### config.mk
export PLATFORM = sky130hd
export DESIGN_NAME = reg_bank_16
export DESIGN_NICKNAME = d
export VERILOG_FILES = /design/src/rtl/reg_bank_16_pkg.sv /design/src/rtl/reg_bank_16_onehot_check.sv /design/src/rtl/reg_bank_16.sv
export SDC_FILE = /design/constraint.sdc
export NUM_CORES = 1
export LEC_CHECK = 0
export BUFFER_PORTS_ARGS = -buffer_cell sky130_fd_sc_hd__buf_2
export CAP_MARGIN = 15
export CORE_MARGIN = 5
export CORE_UTILIZATION = 30
export DETAILED_ROUTE_END_ITERATION = 12
export SLEW_MARGIN = 20
export SYNTH_ARGS = -nofsm -noshare
export SYNTH_HDL_FRONTEND = slang
export SYNTH_SLANG_ARGS = --single-unit
### constraint.sdc
create_clock -name clock -period 9.6 [get_ports clock]
set_input_delay 0.48 -clock clock [delete_from_list [all_inputs] [get_ports clock]]
set_output_delay 0.48 -clock clock [all_outputs]
set_load 0.01 [all_outputs]
### src/rtl/reg_bank_16_pkg.sv
// Shared widths and helpers for the 16-entry register bank.
package reg_bank_16_pkg;

    localparam int RB_WIDTH   = 16;
    localparam int RB_ENTRIES = 16;
    localparam int RB_ADDR_W  = 4;

    typedef logic [RB_ADDR_W-1:0]  rb_addr_t;
    typedef logic [RB_ENTRIES-1:0] rb_sel_t;

    // Saturating 8-bit increment: sticks at 8'hFF instead of wrapping.
    function automatic logic [7:0] sat_inc8(input logic [7:0] value);
        logic [7:0] result;
        if (value == 8'hFF) begin
            result = value;
        end else begin
            result = value + 8'd1;
        end
        return result;
    endfunction

endpackage

### src/rtl/reg_bank_16_onehot_check.sv
// Classifies the write select vector: all-zero, exactly one-hot, and the
// index of the set bit (meaningful only when one-hot).
module reg_bank_16_onehot_check
    import reg_bank_16_pkg::*;
(
    input  rb_sel_t  sel,
    output logic     is_zero,
    output logic     is_onehot,
    output rb_addr_t index
);

    localparam int CNT_W = $clog2(RB_ENTRIES + 1);

    logic [CNT_W-1:0] ones_s;

    // Population count and position of the highest set bit.
    always_comb begin
        ones_s = {CNT_W{1'b0}};
        index  = {RB_ADDR_W{1'b0}};
        for (int i = 0; i < RB_ENTRIES; i++) begin
            ones_s = ones_s + {{(CNT_W-1){1'b0}}, sel[i]};
            index  = sel[i] ? rb_addr_t'(i) : index;
        end
        is_zero   = (ones_s == {CNT_W{1'b0}});
        is_onehot = (ones_s == {{(CNT_W-1){1'b0}}, 1'b1});
    end

endmodule

### src/rtl/reg_bank_16.sv
// 16-entry register bank: one-hot strobed write port, two registered read
// ports with write-first bypass, sticky select-error flag and a saturating
// accepted-write counter.
module reg_bank_16
    import reg_bank_16_pkg::*;
#(
    parameter int WIDTH   = RB_WIDTH,
    parameter int ZERO_R0 = 1
) (
    input  logic             clock,
    input  logic             reset,
    input  logic             wr_valid,
    input  rb_sel_t          wr_sel,
    input  logic [WIDTH-1:0] wr_data,
    input  logic             rd_en,
    input  rb_addr_t         rd_addr_a,
    input  rb_addr_t         rd_addr_b,
    output logic [WIDTH-1:0] rd_data_a,
    output logic [WIDTH-1:0] rd_data_b,
    output logic             rd_valid,
    output logic             sel_error,
    output logic [7:0]       wr_count
);

    localparam logic R0_HARD_ZERO = (ZERO_R0 != 0);

    logic             sel_zero_s;
    logic             sel_onehot_s;
    rb_addr_t         sel_idx_s;
    logic             wr_accept_s;
    logic             wr_store_s;
    logic             sel_bad_s;
    logic             byp_a_s;
    logic             byp_b_s;

    logic [WIDTH-1:0] mem_r [RB_ENTRIES];
    logic [WIDTH-1:0] rd_data_a_r;
    logic [WIDTH-1:0] rd_data_b_r;
    logic             rd_valid_r;
    logic             sel_error_r;
    logic [7:0]       wr_count_r;

    reg_bank_16_onehot_check u_onehot_check (
        .sel       (wr_sel),
        .is_zero   (sel_zero_s),
        .is_onehot (sel_onehot_s),
        .index     (sel_idx_s)
    );

    // Write qualification: accepted writes count even when entry 0 discards them.
    always_comb begin
        wr_accept_s = 1'b0;
        wr_store_s  = 1'b0;
        sel_bad_s   = 1'b0;
        if (wr_valid) begin
            wr_accept_s = sel_onehot_s;
            sel_bad_s   = ~sel_zero_s & ~sel_onehot_s;
            if (R0_HARD_ZERO && (sel_idx_s == {RB_ADDR_W{1'b0}})) begin
                wr_store_s = 1'b0;
            end else begin
                wr_store_s = sel_onehot_s;
            end
        end else begin
            wr_accept_s = 1'b0;
            wr_store_s  = 1'b0;
            sel_bad_s   = 1'b0;
        end
    end

    // Write-first bypass: a read of the entry being stored returns wr_data.
    always_comb begin
        byp_a_s = wr_store_s && (sel_idx_s == rd_addr_a);
        byp_b_s = wr_store_s && (sel_idx_s == rd_addr_b);
    end

    // Storage array update.
    always_ff @(posedge clock) begin
        if (reset) begin
            for (int i = 0; i < RB_ENTRIES; i++) begin
                mem_r[i] <= {WIDTH{1'b0}};
            end
        end else if (wr_store_s) begin
            mem_r[sel_idx_s] <= wr_data;
        end
    end

    // Registered read ports; data holds while rd_en is low.
    always_ff @(posedge clock) begin
        if (reset) begin
            rd_data_a_r <= {WIDTH{1'b0}};
            rd_data_b_r <= {WIDTH{1'b0}};
            rd_valid_r  <= 1'b0;
        end else begin
            rd_valid_r <= rd_en;
            if (rd_en) begin
                rd_data_a_r <= byp_a_s ? wr_data : mem_r[rd_addr_a];
                rd_data_b_r <= byp_b_s ? wr_data : mem_r[rd_addr_b];
            end
        end
    end

    // Sticky select error and saturating accepted-write count.
    always_ff @(posedge clock) begin
        if (reset) begin
            sel_error_r <= 1'b0;
            wr_count_r  <= 8'h00;
        end else begin
            if (sel_bad_s) begin
                sel_error_r <= 1'b1;
            end
            if (wr_accept_s) begin
                wr_count_r <= sat_inc8(wr_count_r);
            end
        end
    end

    assign rd_data_a = rd_data_a_r;
    assign rd_data_b = rd_data_b_r;
    assign rd_valid  = rd_valid_r;
    assign sel_error = sel_error_r;
    assign wr_count  = wr_count_r;

endmodule

==> results by group <==
Status
  • Run status: complete, no violations

Power and ir drop
  • Part of the total power dissipated in combinational logic: 14.7%
  • Internal power: 2.391 mW
  • Reported leakage power: 6.356 nW
  • Net load switching power: 0.8463 mW
  • Clk pwr share: 37.8%
  • Switching share of total power: 26.14%
  • Total power: 3.237 mW
  • Areal power density over the cells: 179.4 mW/mm^2
  • Sequential cell fraction of total power: 47.5%
  • Max IR drop VDD: 0.0001482 V

Global route
  • Pin count of the biggest net entering global routing: 67
  • Number of antenna violations at the first check in global routing: 0
  • GRT Util Overall: 16.74%
  • Via count of the first global-routing pass: 10,130
  • Global-route wire length before repair: 71,470 um
  • Global route total overflow: 0

Logic synthesis
  • Average cell area after synthesis: 15.07 sq um
  • Area leader, netlist: edfxtp_1
  • Count of mapped cells out of synthesis: 1,056
  • Post-synth ARST share: 0%
  • Register area share after synthesis: 53.60%
  • Most repeated cell in the gate-level netlist after synthesis: edfxtp_1
  • Post-Syn Area: 0.01591 sq mm
  • Post-synthesis cell type count: 54
  • Leading cell types by total area after synthesis: edfxtp_1, mux4_2, and2_1
  • Flip-flop cell with the highest count after synthesis: edfxtp_1
  • Flip-flop and latch count after synthesis: 298
  • List of most frequent post-synthesis cells: edfxtp_1, and2_1, mux4_2
  • Number of enable flip-flop cells after synthesis: 256
  • Proportion of netlist area held by the largest area contributor: 48.32%
  • Synth Warn #: 0

Place
  • DP Area: 0.01704 sq mm
  • Final RePlAce weighted congestion: 0.8697
  • DP HPWL: 32,700 um
  • Pre-CTS worst setup slack: 2564 ps
  • Number of cells in the design after placement: 1,770
  • Number of buffers inserted by port buffering: 85

Clock tree
  • Clock insertion delay at the later pin of the skew report: 580 ps
  • Clock tree from TritonCTS: built
  • Max clock buf depth: 3
  • Post-CTS setup buffer count: 0
  • Clk sinks: 298
  • Cell at the root of the clock tree: clkbuf_16
  • Number of cells upsized or downsized after cts: 0
  • Reg clk slew, reported paths: 60 ps
  • CTS HTree Levels: 1
  • Number of buffers added by the clock tree synthesis step: 30
  • Hold buffer count at cts: 0

Worst setup path
  • Endpoint class of the critical path: flop
  • CP Launch Point: wr_sel[1]
  • Crit start category: input port
  • Required arrival time at the worst endpoint: 9830 ps
  • Worst-path maximum fanout: 17
  • Critical path data arrival time: 6630 ps
  • Source of the worst register-to-register timing path: wr_count[0]$_SDFFE_PP0P_
  • Start-to-end type of the worst setup path: input port to flop

Drt
  • Pre-antenna DRT Iters: 4
  • # DRC: 0
  • Drt total wl: 48,870 um
  • Final ANT Viol Nets: 0
  • Via Count: 9,760
  • Mean number of vias per cell: 5.348
  • Starting DRC count in detailed routing: 835
  • Detail-routed net length per standard cell: 26.78 um

Floorplan
  • DIE WIDTH: 240.3 um
  • Vert. Die Dim: 240.3 um
  • Area of the placeable core: 0.05255 sq mm
  • Row Count: 84
  • I/O Pins: 86
  • Area of the die: 0.05774 sq mm
  • Starting density of the core: 30.28%

Flow run
  • Count of maximum capacitance violations: 0

STA
  • Slew margin rel.: 27.18%
  • Final count of negative-setup-slack endpoints: 0
  • Maximum clock frequency: 0.1563 GHz
  • Share of the cycle needed by the critical path after routing: 66.66%
  • Unrepaired setup endpoints after global routing: no
  • Final Hold Viols: 0
  • Slew Limit Fails: 0
  • Final sum of negative setup slack: 0 ps
  • Final worst setup slack: 3201 ps
  • Hold slack final: 171.5 ps
  • Layout Skew: 19.92 ps
  • Tightest Pin Transition: 1092 ps
  • Time the final worst path needs with I/O delays and setup: 6399 ps

Cells and area
  • Fraction of layout instances using a drive strength above 1: 29.46%
  • Non-Filler Cell Area, Final: 0.01804 sq mm
  • Diodes inserted: 0
  • Synth-to-Final Area Change: 13.41%
  • Layout Cells excl Fill: 1,825
  • Final-stage net count: 1,174
  • Final design utilization: 34.34%

Hold path
  • Origin of the worst min-delay path: wr_valid
  • Class of the tightest hold or removal check: input port to flop
worst max-delay path, cell delays in order:
cell and delay, ps:
buf_2 110, ha_1 260, inv_1 40, fa_1 470, inv_1 50, fa_1 460
fa_1 490, inv_1 50, fa_1 450, fa_1 380, inv_1 90, fa_1 390
nor3_1 130, o21ai_1 150, or2_1 280, or3_1 440, or4_1 660, nor2_1 740
or2_2 510
cell type report:
class                           instances  area, sq um
Fill cell                            5010        34510
Sequential cell                       298         8528
Multi-Input combinational cell        654         6985
Tap cell                              688        860.8
Clock buffer                           35        790.8
Timing Repair Buffer                  102        560.5
Clock inverter                         20        212.7
Inverter                               28        105.1
state kept, by name (all words and copies together) (netlist names):
register / count
mem_r: 256
sel_error: 1
rd_data_a: 16
rd_data_b: 16
rd_valid: 1
wr_count: 8
metal layers:
metal,share of wire [%],global-route usage (%),vias up
li1,-,-,4190
met1,39,21.49,5106
met2,50,28.38,394
met3,7.0,2.982,70
met4,3.9,6.448,0
met5,0,0,-
path summary, 6_finish.rpt:
kind	slack, ps	endpoint	cells past startpoint
worst max register to register	7180	wr_count[5]$_SDFFE_PP0P_	7
worst min register to register	470	sel_error$_SDFFE_PP0P_	2
worst min-delay path	170	sel_error$_SDFFE_PP0P_	3
worst max-delay path	3200	mem_r[5][12]$_SDFFCE_PN0P_	19
placed cells by master (no fill, tap or decap), types with 4 or more instances in the layout:
master	count
edfxtp_1	256
and2_1	193
mux4_2	160
buf_2	82
nor2_1	52
and3_1	49
dfxtp_1	42
mux2i_1	33
a211oi_1	32
clkbuf_16	31
inv_1	27
buf_4	20
conb_1	16
nand2_1	12
or2_2	12
fa_1	10
nor3_1	8
ha_1	6
clkinv_2	6
a21o_1	5
clkinv_1	5
nand3_1	4
or4_1	4
nor4_1	4
a21oi_1	4
clkbuf_1	4
bufinv_16	4
power by group through the flow:
stage / registers [mW] / clock network, mW / logic [mW]
6_report: 1.54 / 1.22 / 0.476
4_1_cts: 1.54 / 1.24 / 0.481
2_1_floorplan: 1.54 / 0 / 0.314
5_1_grt: 1.55 / 1.28 / 0.515
3_3_place_gp: 1.56 / 0 / 0.474
3_5_place_dp: 1.56 / 0 / 0.480
logic make-up (layout without fill, tap and decap cells):
kind of cell | Yosys count | count (layout) | share of synthesized area (%)
other | 1 | 16 | 0.02357
adder cells (fa/ha/maj) | 16 | 16 | 1.730
multiplexers | 194 | 194 | 24.80
flip-flops | 298 | 298 | 53.60
XOR/XNOR | 6 | 6 | 0.3304
AND/OR/NAND/NOR | 362 | 362 | 13.30
buffers and inverters | 119 | 185 | 2.980
AO/OA/AOI/OAI | 60 | 60 | 3.240
(Power assumes the default switching activity.)
